### config.mk
export PLATFORM = sky130hd
export DESIGN_NAME = i2s_transmitter
export DESIGN_NICKNAME = d
export VERILOG_FILES = /design/src/rtl/i2s_transmitter.sv
export SDC_FILE = /design/constraint.sdc
export NUM_CORES = 1
export LEC_CHECK = 0
export ABC_AREA = 1
export CORE_MARGIN = 2
export CORE_UTILIZATION = 50
export DETAILED_ROUTE_END_ITERATION = 12
export GPL_TIMING_DRIVEN = 0
export HOLD_SLACK_MARGIN = 0.15
export PLACE_DENSITY = 0.79
export SYNTH_ARGS = -nofsm -noshare
export SYNTH_HDL_FRONTEND = slang
export SYNTH_SLANG_ARGS = --single-unit
### constraint.sdc
create_clock -name clk -period 2.9 [get_ports clk]
set_input_delay 0.435 -clock clk [delete_from_list [all_inputs] [get_ports clk]]
set_output_delay 0.435 -clock clk [all_outputs]
set_load 0.02 [all_outputs]
### src/rtl/i2s_transmitter.sv
// rtl/i2s_transmitter.sv - I2S stereo serializer with one-entry sample buffer
module i2s_transmitter #(
   parameter int BCLK_HALF_PERIOD = 12,
   parameter int SAMPLE_WIDTH     = 16
) (
   input  logic                    clk,
   input  logic                    rst,
   input  logic [SAMPLE_WIDTH-1:0] sample_left,
   input  logic [SAMPLE_WIDTH-1:0] sample_right,
   input  logic                    sample_valid,
   output logic                    sample_ready,
   output logic                    audio_bclk,
   output logic                    audio_lrclk,
   output logic                    audio_dout,
   output logic                    frame_start,
   output logic                    underrun,
   output logic [15:0]             underrun_count
);

   localparam int FRAME_BITS = 2 * SAMPLE_WIDTH;
   localparam int SLOT_W     = $clog2(FRAME_BITS);
   localparam int DIV_W      = (BCLK_HALF_PERIOD > 1) ? $clog2(BCLK_HALF_PERIOD) : 1;

   localparam logic [DIV_W-1:0]  DIV_LAST  = DIV_W'(BCLK_HALF_PERIOD - 1);
   localparam logic [SLOT_W-1:0] SLOT_LAST = SLOT_W'(FRAME_BITS - 1);
   localparam logic [SLOT_W-1:0] SLOT_HALF = SLOT_W'(SAMPLE_WIDTH - 1);

   logic [DIV_W-1:0]      div_q;
   logic                  bclk_q;
   logic                  lrclk_q;
   logic                  dout_q;
   logic [SLOT_W-1:0]     slot_q;
   logic [FRAME_BITS-1:0] sr_q;
   logic                  pend_full_q;
   logic [FRAME_BITS-1:0] pend_word_q;
   logic                  frame_start_q;
   logic                  underrun_q;
   logic [15:0]           underrun_cnt_q;

   logic div_wrap;
   logic fall_evt;
   logic load_evt;
   logic accept;

   // A fall event is the edge where bclk goes 1->0; the frame reload piggybacks on the last slot's fall.
   always_comb begin
      div_wrap = (div_q == DIV_LAST);
      fall_evt = div_wrap && bclk_q;
      load_evt = fall_evt && (slot_q == SLOT_LAST);
      accept   = sample_valid && !pend_full_q;
   end

   // Bit-clock divider: bclk flips on the edge where the counter wraps, giving an exact 50% duty cycle.
   always_ff @(posedge clk or posedge rst) begin
      if (rst) begin
         div_q  <= '0;
         bclk_q <= 1'b0;
      end else if (div_wrap) begin
         div_q  <= '0;
         bclk_q <= ~bclk_q;
      end else begin
         div_q  <= div_q + DIV_W'(1);
      end
   end

   // Serial engine: on each fall the MSB goes out, then either shift or reload the next frame.
   always_ff @(posedge clk or posedge rst) begin
      if (rst) begin
         slot_q  <= SLOT_LAST;
         lrclk_q <= 1'b1;
         dout_q  <= 1'b0;
         sr_q    <= '0;
      end else if (fall_evt) begin
         slot_q <= slot_q + SLOT_W'(1);
         dout_q <= sr_q[FRAME_BITS-1];
         if (slot_q == SLOT_LAST) begin
            lrclk_q <= 1'b0;
            sr_q    <= pend_full_q ? pend_word_q : '0;
         end else begin
            sr_q <= {sr_q[FRAME_BITS-2:0], 1'b0};
            if (slot_q == SLOT_HALF) begin
               lrclk_q <= 1'b1;
            end
         end
      end
   end

   // One-entry holding buffer; an accept can only happen while empty, so it never collides with the drain.
   always_ff @(posedge clk or posedge rst) begin
      if (rst) begin
         pend_full_q <= 1'b0;
         pend_word_q <= '0;
      end else begin
         if (load_evt) begin
            pend_full_q <= 1'b0;
         end
         if (accept) begin
            pend_full_q <= 1'b1;
            pend_word_q <= {sample_left, sample_right};
         end
      end
   end

   // Per-frame status pulses and the saturating underrun tally.
   always_ff @(posedge clk or posedge rst) begin
      if (rst) begin
         frame_start_q  <= 1'b0;
         underrun_q     <= 1'b0;
         underrun_cnt_q <= '0;
      end else begin
         frame_start_q <= load_evt;
         underrun_q    <= load_evt && !pend_full_q;
         if (load_evt && !pend_full_q && (underrun_cnt_q != 16'hFFFF)) begin
            underrun_cnt_q <= underrun_cnt_q + 16'd1;
         end
      end
   end

   assign sample_ready   = !pend_full_q;
   assign audio_bclk     = bclk_q;
   assign audio_lrclk    = lrclk_q;
   assign audio_dout     = dout_q;
   assign frame_start    = frame_start_q;
   assign underrun       = underrun_q;
   assign underrun_count = underrun_cnt_q;

endmodule

==> results.toml <==
[run_status]
status = "finished clean"

[sta]
rsz0062_at_grt = "no"
hold_violations = 0
fin_crit_ns = 2.214
finalCritPeriodShare = 0.7634
final.setup.tns_ns = 0
clock.fmax_mhz = 451.7
relSlewSlack = 0.5732
holdWs_ns = 0.4771
finalClockSkew_ns = 0.01255
slew_viol_final = 0
setup_viol_count_final = 0
worst_slew_pin_slew_ns = 0.6389

[global_route]
grt_max_degree = 39
overflow = 0
grt_pass1_wl_um = 16820
gr-usage-met1 = 0.2806
grtUsageMet3 = 0.03094
antenna_found_initial = 0
grt.total_usage = 0.2179
top_usage_layer = "met2"
first_global_vias = 3703
use_met2 = 0.3750

[synthesis]
syn_inst = 519
ys_types = 26
syn_area_per_cell_um2 = 8.380
ys_ff_latch = 95
syn-num-nets = 560
synth.yosys.warnings = 0
netlist_area_um2 = 4349
ys_seq_area_frac = 0.5483

[cts]
clkLatencyLatePin_ns = 0.37
clkTransAtPathRegs_ns = 0.10
h-tree-depth = 3
cts_sinks = 95
cts_tree = "done"
cts-root-buf = "clkbuf_8"
holdBufCountCts = 0
clock_path_buffers = 2
cts-buffers-inserted = 9
cts_setup_buffers = 0
cts-resized-gates = 0

[layout]
final_common_cell = "nand2_1"
diodes = 0
num-nets-final = 629
final_area_um2 = 5285
layout-drive-gt1-share = 0.07251
layout_common_cells = "nand2_1 (118), dfrtp_1 (89), inv_1 (85), clkdlybuf4s50_1 (56), nor2_1 (47)"
synthToLayoutAreaGrowth_pct = 21.52

[detailed_routing]
vias_per_cell = 5.104
first_pass_iters = 4
drt_iter0_markers = 142
drc = 0
ant_nets = 0
wirelength_um = 9618
num_vias = 3578
wl_per_cell_um = 13.72

[floorplan]
start_util = 0.5061
fp-row-count = 34
ios = 57
fp.dieH_um = 97.27
chipWidth_um = 97.27
core_area_um2 = 8593
dieArea_um2 = 9460

[setup_path]
cpLargestDelayFamily = "buffers and inverters"
r2r_slack_ns = 0.69
crit_type = "reg2reg"
cp_num_buf_inv = 2
crit_required_ns = 3.14
r2r_start = "slot_q[0]"
reg2reg_depth = 9
start_kind = "flip-flop"
crit_fanout = 10
critPathSlowestCell = "dfstp_2"
crit_path_cell_trace = "ha_1 -> nand2_1 -> nor2_1 -> ha_1 -> buf_2 -> clkbuf_1 -> o22ai_1 -> nand2_1 -> o21ai_0"
critPathCaptureType = "flip-flop"
crit_path_max_incr_delay_ns = 0.56
regToRegEndpoint = "sr_q[5]"
arrival_ns = 2.45

[place]
place_area_um2 = 5089
place_congestion = 0.7885
port_buffers = 56
dp_hpwl_um = 6871

[hold_path]
min_path_type = "reg2reg"
min_path_cells = 1
worstHoldEndpoint = "div_q[0]"
hp-start = "div_q[0]"

[power_and_ir_drop]
clkPwrFrac = 0.385
p_leak_nw = 2.489
power_switching_share = 0.2223
p_sw_w = 0.0005068
p_seq_frac = 0.581
ir_drop_mv = 0.2194
intPower_w = 0.001773
power_density_nw_per_um2 = 431.3
combPwrFrac = 0.035

[job]
cap_violations = 0
==> layer usage <==
| metal | share of wire | wire, um | up-vias |
|---|---|---|---|
| li1 | - | - | 1768 |
| met1 | 0.45 | 4285 | 1744 |
| met2 | 0.51 | 4920 | 61 |
| met3 | 0.037 | 355 | 5 |
| met4 | 0.0059 | 57 | 0 |
| met5 | 0 | 0 | - |
==> worst max-delay path by stage <==
stage | slack, ns | cells after the start | startpoint | endpoint
4_1_cts | 0.69 | 9 | slot_q[0] | sr_q[5]
5_1_grt | 0.49 | 9 | slot_q[0] | sr_q[2]
2_1_floorplan | 1.06 | 9 | slot_q[0] | sr_q[10]
6_report | 0.69 | 9 | slot_q[0] | sr_q[5]
3_5_place_dp | 0.71 | 9 | slot_q[0] | sr_q[2]
3_3_place_gp | 0.38 | 2 | rst | pend_word_q[28]
==> sequential cells by signal, indices dropped and copies added, names as in the netlist <==
signal	flops
pend_word_q	32
sr_q	32
underrun_count	16
slot_q	5
div_q	4
audio_bclk	1
audio_dout	1
audio_lrclk	1
frame_start	1
pend_full_q	1
underrun	1
==> cell families (layout without fill, tap and decap cells) <==
group | after synthesis | count (layout) | share of synthesized area
AND/OR/NAND/NOR | 189 | 189 | 0.1801
buffers and inverters | 111 | 185 | 0.1016
AO/OA/AOI/OAI | 109 | 109 | 0.1341
flip-flops | 95 | 95 | 0.5483
XOR/XNOR | 8 | 8 | 0.01611
adder cells (fa/ha/maj) | 6 | 6 | 0.01726
multiplexers | 1 | 1 | 0.002589
==> Yosys cell counts <==
master    instances  area (um^2)
a21oi_1          32        160.2
buf_2             5        25.02
buf_4             1        7.510
buf_6             2        22.52
clkbuf_1         15        56.30
dfrtp_1          89         2227
dfstp_2           6        157.7
ha_1              6        75.07
inv_1            86        322.8
inv_2             2        7.510
mux2_2            1        11.26
nand2_1         118        442.9
nand2_2           1        6.260
nand3_1           9        45.04
nand3_2           1        10.01
nand3b_1          1        7.510
nand4_1           6        37.54
nor2_1           47        176.4
nor2_2            1        6.260
nor2_4            4        45.04
o21ai_0          42        210.2
o21ai_1           5        25.02
o22ai_1          30        187.7
or2_2             1        6.260
xnor2_1           1        8.760
xor2_1            7        61.31
==> area by class of cell <==
| class | count | area (um^2) |
|---|---|---|
| fill | 739 | 3308 |
| sequential | 95 | 2385 |
| multi-input combinational | 313 | 1523 |
| timing repair buffer | 58 | 600.6 |
| inverter | 88 | 334.1 |
| tap | 108 | 135.1 |
| clock buffer | 10 | 127.6 |
| buffer | 23 | 111.4 |
| clock inverter | 6 | 68.82 |
==> worst register-to-register path: cells and delay by family (launching register included) <==
kind | cells | cell delay, ns
buffers and inverters | 2 | 0.58
flip-flops | 1 | 0.56
adder cells (fa/ha/maj) | 2 | 0.35
AND/OR/NAND/NOR | 3 | 0.34
AO/OA/AOI/OAI | 2 | 0.27
==> power by group through the flow <==
stage / registers, W / clock network, W / logic (W)
2_1_floorplan: 0.00135 / 0 / 0.0000197
3_3_place_gp: 0.00135 / 0 / 0.0000734
3_5_place_dp: 0.00135 / 0 / 0.0000814
4_1_cts: 0.00132 / 0.000882 / 0.0000817
5_1_grt: 0.00132 / 0.000941 / 0.0000891
6_report: 0.00132 / 0.000877 / 0.0000791
==> metrics by stage <==
step,setup WS [ns],util,cells,power [W]
after CTS,0.6879,0.6150,701,0.002287
after detailed placement,0.7088,0.5922,685,0.001431
after global routing,0.4889,0.6150,701,0.002355
final,0.6861,0.6150,701,0.002280
after global placement,0.3848,0.5875,683,0.001424
after floorplan,1.056,-,519,0.001370
Note: power is estimated with default switching activity, not from simulation.
